<file path="src/rtl/alu_pipe_lanes_pkg.sv">
// Shared types for the multi-lane pipelined ALU: opcode encoding and the
// stage-1 control payload.
package alu_pipe_pkg;

    typedef enum logic [2:0] {
        OP_ADD = 3'b000,
        OP_SUB = 3'b001,
        OP_MUL = 3'b010,
        OP_AND = 3'b011,
        OP_OR  = 3'b100,
        OP_XOR = 3'b101,
        OP_ACC = 3'b110,
        OP_CMP = 3'b111
    } op_e;

    typedef struct packed {
        op_e  op;
        logic chain;
    } s1_ctrl_t;

    // Only the carry-based ops can span lanes; everything else ignores chain.
    function automatic logic chainable(op_e op);
        return (op == OP_ADD) || (op == OP_SUB) || (op == OP_ACC);
    endfunction

endpackage

</file>
<file path="src/rtl/alu_pipe_lanes_if.sv">
// Operation/result handshake bundle between the operand sequencer (master)
// and the lane ALU (slave).
interface alu_pipe_lanes_if #(
    parameter int WIDTH = 4,
    parameter int N_ALU = 4
);
    logic                       enable;
    logic                       chain;
    logic                       in_valid;
    logic                       in_ready;
    logic [WIDTH*N_ALU-1:0]     a;
    logic [WIDTH*N_ALU-1:0]     b;
    logic [2:0]                 select;
    logic                       acc_clr;
    logic                       out_valid;
    logic                       out_ready;
    logic [2*WIDTH*N_ALU-1:0]   out;
    logic [N_ALU-1:0]           carry_out;
    logic [N_ALU-1:0]           a_greater;
    logic [N_ALU-1:0]           a_equal;
    logic [N_ALU-1:0]           a_less;

    modport master (
        output enable, chain, in_valid, a, b, select, acc_clr, out_ready,
        input  in_ready, out_valid, out, carry_out, a_greater, a_equal, a_less
    );

    modport slave (
        input  enable, chain, in_valid, a, b, select, acc_clr, out_ready,
        output in_ready, out_valid, out, carry_out, a_greater, a_equal, a_less
    );
endinterface

</file>
<file path="src/rtl/alu_pipe_lanes_lane.sv">
// Combinational single-lane datapath. One shared adder serves add, |a-b|
// and accumulate; cin/cout let the top cascade lanes into a wide adder.
module alu_lane
    import alu_pipe_pkg::*;
#(
    parameter int WIDTH = 4
) (
    input  op_e                  op,
    input  logic [WIDTH-1:0]     a,
    input  logic [WIDTH-1:0]     b,
    input  logic [WIDTH-1:0]     acc,
    input  logic                 chain,
    input  logic                 chain_lt,
    input  logic                 cin,
    output logic [2*WIDTH-1:0]   res,
    output logic                 cout,
    output logic                 gt,
    output logic                 eq,
    output logic                 lt
);
    logic             swap;
    logic [WIDTH-1:0] x;
    logic [WIDTH-1:0] y;
    logic [WIDTH-1:0] sum;

    assign gt = (a > b);
    assign eq = (a == b);
    assign lt = (a < b);

    // |a-b| is formed as larger + ~smaller + 1; in chained mode every lane
    // must agree on which operand is larger, so the full-vector compare wins.
    assign swap = chain ? chain_lt : lt;

    always_comb begin
        x = '0;
        y = '0;
        case (op)
            OP_ADD: begin
                x = a;
                y = b;
            end
            OP_SUB: begin
                x = swap ? b : a;
                y = ~(swap ? a : b);
            end
            OP_ACC: begin
                x = acc;
                y = a;
            end
            default: ;
        endcase
        {cout, sum} = {1'b0, x} + {1'b0, y} + {{WIDTH{1'b0}}, cin};

        res = '0;
        case (op)
            OP_ADD, OP_SUB, OP_ACC: res = {{WIDTH{1'b0}}, sum};
            OP_MUL:                 res = {{WIDTH{1'b0}}, a} * {{WIDTH{1'b0}}, b};
            OP_AND:                 res = {{WIDTH{1'b0}}, a & b};
            OP_OR:                  res = {{WIDTH{1'b0}}, a | b};
            OP_XOR:                 res = {{WIDTH{1'b0}}, a ^ b};
            default:                res = '0;
        endcase
    end
endmodule

</file>
<file path="src/rtl/alu_pipe_lanes.sv">
// Two-stage valid/ready pipelined multi-lane ALU with optional lane chaining,
// per-lane multiply and a shared accumulator.
module alu_pipe_lanes
    import alu_pipe_pkg::*;
#(
    parameter int WIDTH = 4,
    parameter int N_ALU = 4
) (
    input  logic            clk,
    input  logic            arst,
    alu_pipe_lanes_if.slave bus
);
    localparam int VW = WIDTH * N_ALU;

    logic                 run_q;
    logic                 adv1;
    logic                 adv2;
    logic                 vld_p1;
    logic                 vld_p2;
    s1_ctrl_t             ctrl_p1;
    logic [VW-1:0]        a_p1;
    logic [VW-1:0]        b_p1;
    logic [VW-1:0]        acc_q;
    logic [VW-1:0]        acc_base;
    logic                 chain_eff;
    logic                 sub_cin;
    logic                 full_gt;
    logic                 full_eq;
    logic                 full_lt;
    logic [2*VW-1:0]      lane_res;
    logic [VW-1:0]        lane_sum;
    logic [N_ALU-1:0]     lane_cout;
    logic [N_ALU-1:0]     lane_gt;
    logic [N_ALU-1:0]     lane_eq;
    logic [N_ALU-1:0]     lane_lt;
    logic [2*VW-1:0]      out_d;
    logic [N_ALU-1:0]     carry_d;
    logic [N_ALU-1:0]     gt_d;
    logic [N_ALU-1:0]     eq_d;
    logic [N_ALU-1:0]     lt_d;
    logic [2*VW-1:0]      out_p2;
    logic [N_ALU-1:0]     carry_p2;
    logic [N_ALU-1:0]     gt_p2;
    logic [N_ALU-1:0]     eq_p2;
    logic [N_ALU-1:0]     lt_p2;

    // run_q keeps in_ready low until the first edge after reset release.
    assign adv2         = bus.enable && run_q && (!vld_p2 || bus.out_ready);
    assign adv1         = bus.enable && run_q && (!vld_p1 || adv2);
    assign bus.in_ready = adv1;

    // ---- Stage 1: operand capture ----
    always_ff @(posedge clk or negedge arst) begin
        if (!arst) begin
            run_q   <= 1'b0;
            vld_p1  <= 1'b0;
            ctrl_p1 <= '0;
        end else begin
            run_q <= 1'b1;
            if (adv1) begin
                vld_p1 <= bus.in_valid;
                if (bus.in_valid) begin
                    ctrl_p1.op    <= op_e'(bus.select);
                    ctrl_p1.chain <= bus.chain;
                end
            end
        end
    end

    always_ff @(posedge clk) begin
        if (adv1 && bus.in_valid) begin
            a_p1 <= bus.a;
            b_p1 <= bus.b;
        end
    end

    // ---- Stage 2: compute ----
    assign chain_eff = ctrl_p1.chain && chainable(ctrl_p1.op);
    assign sub_cin   = (ctrl_p1.op == OP_SUB);
    assign full_gt   = (a_p1 > b_p1);
    assign full_eq   = (a_p1 == b_p1);
    assign full_lt   = (a_p1 < b_p1);
    assign acc_base  = bus.acc_clr ? '0 : acc_q;

    for (genvar i = 0; i < N_ALU; i++) begin : g_lane
        logic                cin_g;
        logic                cout_g;
        logic [2*WIDTH-1:0]  res_g;

        if (i == 0) begin : g_first
            assign cin_g = sub_cin;
        end else begin : g_rest
            assign cin_g = chain_eff ? g_lane[i-1].cout_g : sub_cin;
        end

        alu_lane #(.WIDTH(WIDTH)) u_lane (
            .op       (ctrl_p1.op),
            .a        (a_p1[i*WIDTH +: WIDTH]),
            .b        (b_p1[i*WIDTH +: WIDTH]),
            .acc      (acc_base[i*WIDTH +: WIDTH]),
            .chain    (chain_eff),
            .chain_lt (full_lt),
            .cin      (cin_g),
            .res      (res_g),
            .cout     (cout_g),
            .gt       (lane_gt[i]),
            .eq       (lane_eq[i]),
            .lt       (lane_lt[i])
        );

        assign lane_res[i*2*WIDTH +: 2*WIDTH] = res_g;
        assign lane_sum[i*WIDTH +: WIDTH]     = res_g[WIDTH-1:0];
        assign lane_cout[i]                   = cout_g;
    end

    always_comb begin
        out_d   = '0;
        carry_d = '0;
        gt_d    = lane_gt;
        eq_d    = lane_eq;
        lt_d    = lane_lt;
        if (chain_eff) begin
            out_d[VW-1:0]    = lane_sum;
            carry_d[N_ALU-1] = (ctrl_p1.op == OP_SUB) ? full_lt : lane_cout[N_ALU-1];
            gt_d             = {N_ALU{full_gt}};
            eq_d             = {N_ALU{full_eq}};
            lt_d             = {N_ALU{full_lt}};
        end else begin
            out_d = lane_res;
            for (int i = 0; i < N_ALU; i++) begin
                case (ctrl_p1.op)
                    OP_ADD, OP_ACC: carry_d[i] = lane_cout[i];
                    OP_SUB:         carry_d[i] = lane_lt[i];
                    default:        carry_d[i] = 1'b0;
                endcase
            end
        end
    end

    // ---- Stage 2: result and accumulator registers ----
    always_ff @(posedge clk or negedge arst) begin
        if (!arst) begin
            vld_p2   <= 1'b0;
            out_p2   <= '0;
            carry_p2 <= '0;
            gt_p2    <= '0;
            eq_p2    <= '0;
            lt_p2    <= '0;
            acc_q    <= '0;
        end else begin
            if (adv2) begin
                vld_p2 <= vld_p1;
                if (vld_p1) begin
                    out_p2   <= out_d;
                    carry_p2 <= carry_d;
                    gt_p2    <= gt_d;
                    eq_p2    <= eq_d;
                    lt_p2    <= lt_d;
                end
            end
            // Lane sums already include the cleared base, so clear+acc yields a.
            if (adv2 && vld_p1 && (ctrl_p1.op == OP_ACC)) begin
                acc_q <= lane_sum;
            end else if (bus.enable && run_q && bus.acc_clr) begin
                acc_q <= '0;
            end
        end
    end

    assign bus.out_valid = vld_p2;
    assign bus.out       = out_p2;
    assign bus.carry_out = carry_p2;
    assign bus.a_greater = gt_p2;
    assign bus.a_equal   = eq_p2;
    assign bus.a_less    = lt_p2;
endmodule

</file>
<file path="src/flat_wrapper.sv">
// flat-port wrapper written by rule: the top's interface ports become plain ports
module alu_pipe_lanes_flat import alu_pipe_pkg::*;
#(
    parameter int WIDTH = 4,
    parameter int N_ALU = 4
)
  (clk, arst, bus_enable, bus_chain, bus_in_valid, bus_a, bus_b, bus_select, bus_acc_clr, bus_out_ready, bus_in_ready, bus_out_valid, bus_out, bus_carry_out, bus_a_greater, bus_a_equal, bus_a_less);
  alu_pipe_lanes_if #(.WIDTH(WIDTH), .N_ALU(N_ALU)) bus_i ();
  input  logic clk;
  input  logic arst;
  input wire logic [$bits(bus_i.enable)-1:0] bus_enable;
  input wire logic [$bits(bus_i.chain)-1:0] bus_chain;
  input wire logic [$bits(bus_i.in_valid)-1:0] bus_in_valid;
  input wire logic [$bits(bus_i.a)-1:0] bus_a;
  input wire logic [$bits(bus_i.b)-1:0] bus_b;
  input wire logic [$bits(bus_i.select)-1:0] bus_select;
  input wire logic [$bits(bus_i.acc_clr)-1:0] bus_acc_clr;
  input wire logic [$bits(bus_i.out_ready)-1:0] bus_out_ready;
  output wire logic [$bits(bus_i.in_ready)-1:0] bus_in_ready;
  output wire logic [$bits(bus_i.out_valid)-1:0] bus_out_valid;
  output wire logic [$bits(bus_i.out)-1:0] bus_out;
  output wire logic [$bits(bus_i.carry_out)-1:0] bus_carry_out;
  output wire logic [$bits(bus_i.a_greater)-1:0] bus_a_greater;
  output wire logic [$bits(bus_i.a_equal)-1:0] bus_a_equal;
  output wire logic [$bits(bus_i.a_less)-1:0] bus_a_less;
  assign bus_i.enable = bus_enable;
  assign bus_i.chain = bus_chain;
  assign bus_i.in_valid = bus_in_valid;
  assign bus_i.a = bus_a;
  assign bus_i.b = bus_b;
  assign bus_i.select = bus_select;
  assign bus_i.acc_clr = bus_acc_clr;
  assign bus_i.out_ready = bus_out_ready;
  assign bus_in_ready = bus_i.in_ready;
  assign bus_out_valid = bus_i.out_valid;
  assign bus_out = bus_i.out;
  assign bus_carry_out = bus_i.carry_out;
  assign bus_a_greater = bus_i.a_greater;
  assign bus_a_equal = bus_i.a_equal;
  assign bus_a_less = bus_i.a_less;
  alu_pipe_lanes #(.WIDTH(WIDTH), .N_ALU(N_ALU)) u_core (.clk(clk), .arst(arst), .bus(bus_i));
endmodule
</file>
<file path="config.mk">
export PLATFORM = sky130hd
export DESIGN_NAME = alu_pipe_lanes_flat
export DESIGN_NICKNAME = d
export VERILOG_FILES = /design/src/rtl/alu_pipe_lanes_pkg.sv /design/src/rtl/alu_pipe_lanes_if.sv /design/src/rtl/alu_pipe_lanes_lane.sv /design/src/rtl/alu_pipe_lanes.sv /design/src/flat_wrapper.sv
export SDC_FILE = /design/constraint.sdc
export NUM_CORES = 1
export LEC_CHECK = 0
export CORE_MARGIN = 5
export CORE_UTILIZATION = 55
export DETAILED_ROUTE_END_ITERATION = 10
export PLACE_DENSITY = 0.78
export SLEW_MARGIN = 20
export SYNTH_ARGS = -nofsm -noshare
export SYNTH_HDL_FRONTEND = slang
export SYNTH_SLANG_ARGS = --single-unit
</file>
<file path="constraint.sdc">
create_clock -name clk -period 11.5 [get_ports clk]
set_clock_uncertainty 0.05 [all_clocks]
set_input_delay 3.45 -clock clk [delete_from_list [all_inputs] [get_ports clk]]
set_output_delay 3.45 -clock clk [all_outputs]
set_load 0.02 [all_outputs]
</file>
==> run summary, run 1 <==
Status: complete, no violations
First-pass GRT wire length: 38600 um
Tmin final: 9.87 ns
TritonCTS Buffers: 9
Clk_lat worst skew: 0.36 ns
Post-synthesis compound-gate area fraction: 20.7%
Post-CTS setup buffer count: 0
Die height: 136 um
Vias in the first global route: 7408
CTS tree: built
Fmax: 101 MHz
Crit path kind: primary input to register
Multiplexer share of the synthesized area: 4.42%
Syn avg cell area: 9.24 um^2
Yosys reg bits: 103
Std-Cell Rows: 46
Slew Limit Fails: 0
Total Wirelength: 23700 um
Post-Synth Adder-Cell Area: 21.5%
Fin crit share: 85.8%
DRC: 0
Final setup fails: 0
Final #Nets: 1189
Area delta synth->final: 15.7%
Synth async-reset ratio: 68.9%
Total GRT Usage: 26.6%
Synth top area share: 20.4%
Final setup TNS: 0 ns
Clk slew on worst S/H paths: 0.07 ns
Input/output buffers: 91
CP delay by family, top: adder cells
Worst EP required: 11.75 ns
Cells after Synth: 941
CTS Root Cell: clkbuf_16
Starting Density: 55.3%
Largest cells by area after synthesis: dfrtp_1 (20%), ha_1 (16%), edfxtp_1 (11%), fa_1 (5.5%), nand2_1 (5.1%)
Max_cap viols: 0
Register area share after synthesis: 31.5%
Clock tree buffer depth: 2
RSZ-0062 raised after global routing: no
Iter 0 DRT Violations: 796
Grt total ovfl: 0
CP Launch Type: primary input
CTS Hold Bufs: 0
Share of layout cells above drive strength 1: 6.39%
Commonest cells post-synth: nand2_1 (118), ha_1 (111), inv_1 (87)
Synth cell types: 61
Die area: 18400 um^2
Hold slack: 0.428 ns
Synth Net Count: 1118
Worst Tran Pin Value: 1.14 ns
Synth Flop Type: dfrtp_1
Mapped Area: 8690 um^2
EDFF count, synth: 32
Initial antenna violation count: 0
Power Dens Cells: 153 nW/um^2
Simple-gate share of the synthesized area: 13.6%
H-tree depth: 3
Post-synth top area cell: dfrtp_1
Vias: 7395
Slowest CP cell: fa_1
RePlAce Congestion: 0.962
DP Wirelength: 17400 um
Count leader, synth: nand2_1
Max VDD drop: 110 uV
CP dominant cell by count: fa_1
Synthesis Warnings: 0
Core ar.: 15700 um^2
Largest stage delay, worst path: 0.51 ns
Largest net degree at the start of global routing: 72
DRT Pass-1 Iters: 6
I/O Pins: 92
Fin. Hold Viols: 0
Crit end category: register
Post-Synth XOR/XNOR Area: 2.32%
Routed Antenna Nets: 0
Worst hold-check path type: register to register
Combinational family with the most area after synthesis: adder cells
P_leak: 0.00459 uW
Slew margin rel.: 23.7%
CP Max Fanout: 16
Worst EP arrival: 10.12 ns
Diode count: 0
DR vias/cell: 6.00
Drt wl/cell: 19.2 um
Cts repair resizes: 0
Die Width: 136 um
Buf/Inv on CP: 5
Clock sink count: 103
tightest hold or removal path: stages (launching register included):
cell and delay, ns:
dfrtp_1 0.35, nand2_1 0.05, nand2_1 0.05
worst paths after layout:
path / from / endpoint / slack, ns / cells after the start
max: bus_acc_clr / u_core.bus.out[13] / 1.63 / 30
min: u_core.bus.a_less[0] / u_core.bus.a_less[0] / 0.43 / 2
max reg2reg: u_core.b_p1[11] / u_core.bus.out[13] / 2.75 / 34
min reg2reg: u_core.bus.a_less[0] / u_core.bus.a_less[0] / 0.43 / 2
max in group asynchronous: arst / u_core.bus.out[5] / 7.64 / 1
min in group asynchronous: arst / u_core.bus.out[29] / 3.15 / 1
routing by layer:
| metal | wire length, um | track usage (%) |
|---|---|---|
| met1 | 9840 | 35.6 |
| met2 | 11100 | 42.8 |
| met3 | 1920 | 4.98 |
| met4 | 816 | 11.0 |
| met5 | 0 | 0 |
placed cells by master, fill, tap and decap left out, types with 16 or more instances in the layout:
master	n
o21ai_0	63
nor2_1	53
ha_1	111
fa_1	24
mux2i_1	26
clkdlybuf4s50_1	90
nor3_1	16
dfrtp_1	71
o21a_1	17
a21oi_1	48
a22oi_1	35
inv_1	87
nand3_1	22
nand2_1	118
edfxtp_1	32
layout make-up:
cell class	count	area (um^2)
fill	1334	5650
multi-input combinational	709	5460
sequential	103	2740
timing repair buffer	102	991
inverter	87	327
tap	216	270
clock buffer	11	243
clock inverter	5	33.8
state kept, by name (all words and copies together) (netlist names):
signal / count
u_core.bus.a_equal: 4
u_core.a_p1: 16
u_core.b_p1: 16
u_core.bus.carry_out: 4
u_core.bus.out: 32
u_core.bus.out_valid: 1
u_core.acc_q: 16
u_core.vld_p1: 1
u_core.bus.a_greater: 4
u_core.run_q: 1
u_core.ctrl_p1: 4
u_core.bus.a_less: 4
report_power, final:
part,internal [uW],leakage (uW),switching [uW]
clock,153,0.000133,145
sequential,451,0.00121,55.0
combinational,313,0.00325,425
metrics by stage:
step / area, um^2 / utilization (%) / worst slack [ns] / std cells / total power [uW]
after floorplan: 8690 / - / 2.49 / 941 / 958
after global placement: 9780 / 62.3 / 1.63 / 1217 / 1220
after detailed placement: 9780 / 62.3 / 1.41 / 1217 / 1240
after CTS: 10100 / 64.0 / 1.72 / 1233 / 1540
after global routing: 10100 / 64.0 / 1.35 / 1233 / 1620
final: 10100 / 64.0 / 1.63 / 1233 / 1540
cell families after synthesis:
kind of cell / after synthesis
multiplexers: 37
AND/OR/NAND/NOR: 253
AO/OA/AOI/OAI: 260
adder cells (fa/ha/maj): 135
other: 1
XOR/XNOR: 23
flip-flops: 103
buffers and inverters: 129
No activity file was read; power rests on OpenSTA's default activity.
==> run 2, diff against run 1 <==
--- a/config.mk
+++ b/config.mk
@@ -5,11 +5,12 @@
 export SDC_FILE = /design/constraint.sdc
 export NUM_CORES = 1
 export LEC_CHECK = 0
+export CORE_ASPECT_RATIO = 2
 export CORE_MARGIN = 5
 export CORE_UTILIZATION = 55
 export DETAILED_ROUTE_END_ITERATION = 10
 export PLACE_DENSITY = 0.78
-export SLEW_MARGIN = 20
+export SLEW_MARGIN = 0
 export SYNTH_ARGS = -nofsm -noshare
 export SYNTH_HDL_FRONTEND = slang
 export SYNTH_SLANG_ARGS = --single-unit
==> run summary, run 2 (synthesis gave the netlist of run 1 again) <==
Status: complete, no violations
Crit path kind: primary input to register
Buf/Inv on CP: 5
CTS Hold Bufs: 0
Dpl cells: 1206
Vias: 7573
Post-CTS setup buffer count: 0
DRT Pass-1 Iters: 5
Input/output buffers: 91
Worst Setup SP: bus_acc_clr
Diode count: 0
Final #Nets: 1193
Clock sink count: 103
Worst EP arrival: 10.24 ns
TritonCTS Buffers: 9
Iter 0 DRT Violations: 528
CP dominant cell by count: fa_1
Slew Limit Fails: 0
Area delta synth->final: 16.4%
CP delay by family, top: adder cells
H-tree depth: 3
Commonest non-fill, non-tap cell in the layout: nand2_1
CTS tree: built
I/O Pins: 92
Cts repair resizes: 0
Worst setup path endpoint: u_core.bus.out[13]
R2r startpoint: u_core.b_p1[4]
R2R cell count: 34
Total Wirelength: 26300 um
Worst EP required: 11.76 ns
DR vias/cell: 6.20
Fin crit share: 86.8%
Std-Cell Rows: 65
Core ar.: 15700 um^2
Fin. Hold Viols: 0
Starting Density: 55.4%
RSZ-0062 raised after global routing: no
Clock tree buffer depth: 2
DRC: 0
Slew margin rel.: 29.2%
Clk_lat worst skew: 0.36 ns
Total GRT Usage: 28.7%
Die Width: 98.9 um
Die height: 188 um
Largest stage delay, worst path: 0.52 ns
Largest net degree at the start of global routing: 72
P_leak: 0.00464 uW
Slowest CP cell: fa_1
Final setup fails: 0
Worst hold-check path type: register to register
Routed Antenna Nets: 0
Clk slew on worst S/H paths: 0.08 ns
Die area: 18600 um^2
Non-filler instance count after layout: 1222
Final setup TNS: 0 ns
RePlAce Congestion: 0.972
CP Max Fanout: 11
Drt wl/cell: 21.5 um
Max VDD drop: 99.0 uV
Fmax: 100 MHz
Max FFs per register: 32
Power Dens Cells: 159 nW/um^2
DP Wirelength: 19700 um
CTS Root Cell: clkbuf_16
CP Depth: 30
Most frequent cells in the layout: nand2_1 (118), ha_1 (111), clkdlybuf4s50_1 (90)
Initial antenna violation count: 0
RR Endpoint: u_core.bus.out[13]
Grt total ovfl: 0
Vias in the first global route: 7925
First-pass GRT wire length: 41400 um
Share of layout cells above drive strength 1: 6.66%
Max_cap viols: 0
Reg2reg setup slack: 2.73 ns
Tmin final: 9.98 ns
CP Launch Type: primary input
Crit end category: register
Worst Tran Pin Value: 1.06 ns
[run 2: cell count changes in the layout (fill, tap and decap cells not counted), sizes merged]
cell,change
clkinv,-3
buf,+4
inv,+1
bufinv,+2
clkinvlp,-1
clkbuf,+1
[run 2: routing by layer]
layer,wire length [um],vias up,GRT usage [%]
met5,0,-,0
met3,1320,142,3.35
li1,-,3474,-
met2,13500,338,50.3
met1,8950,3619,29.9
met4,2510,0,23.2
[run 2: area by class of cell]
| cell class | instances | area [um^2] |
|---|---|---|
| Fill cell | 1342 | 5580 |
| Multi-Input combinational cell | 709 | 5450 |
| Sequential cell | 103 | 2740 |
| Timing Repair Buffer | 106 | 1020 |
| Inverter | 87 | 327 |
| Tap cell | 201 | 251 |
| Clock buffer | 12 | 246 |
| Clock inverter | 4 | 77.6 |
[run 2: worst min-delay path by stage]
| stage | from | endpoint | slack [ns] | depth (start not counted) |
|---|---|---|---|---|
| finish | u_core.bus.out[20] | u_core.bus.out[20] | 0.43 | 2 |
| global placement | u_core.bus.out[20] | u_core.bus.out[20] | 0.41 | 2 |
| floorplan | u_core.acc_q[0] | u_core.acc_q[0] | 0.40 | 2 |
| global route | u_core.bus.out[20] | u_core.bus.out[20] | 0.46 | 2 |
| detailed placement | u_core.bus.out[20] | u_core.bus.out[20] | 0.42 | 2 |
| CTS | u_core.bus.out[20] | u_core.bus.out[20] | 0.43 | 2 |
[run 2: where the power goes]
part | internal (uW) | switching (uW) | leakage [uW]
combinational | 315 | 435 | 0.00326
sequential | 451 | 66.0 | 0.00121
clock | 199 | 148 | 0.000157
[run 2: stage by stage]
stage | worst slack [ns] | area, um^2 | total power (uW) | hold WS [ns] | util, %
finish | 1.52 | 10100 | 1610 | 0.426 | 64.4
global route | 1.05 | 10100 | 1690 | 0.455 | 64.4
CTS | 1.57 | 10100 | 1610 | 0.432 | 64.4
detailed placement | 1.22 | 9790 | 1260 | 0.415 | 62.4
global placement | 1.29 | 9790 | 1250 | 0.411 | 62.4
floorplan | 2.49 | 8690 | 958 | 0.401 | -
[run 2: worst min-delay path, stage by stage (launching register included)]
cell and delay, ns:
dfrtp_1 0.35, nand2_1 0.05, o31ai_1 0.05
==> run 3, diff against run 2 <==
--- a/config.mk
+++ b/config.mk
@@ -5,7 +5,6 @@
 export SDC_FILE = /design/constraint.sdc
 export NUM_CORES = 1
 export LEC_CHECK = 0
-export CORE_ASPECT_RATIO = 2
 export CORE_MARGIN = 5
 export CORE_UTILIZATION = 55
 export DETAILED_ROUTE_END_ITERATION = 10
==> results of run 3 <==
No change in the layout: final DEF, timing and power equal those of run 1.
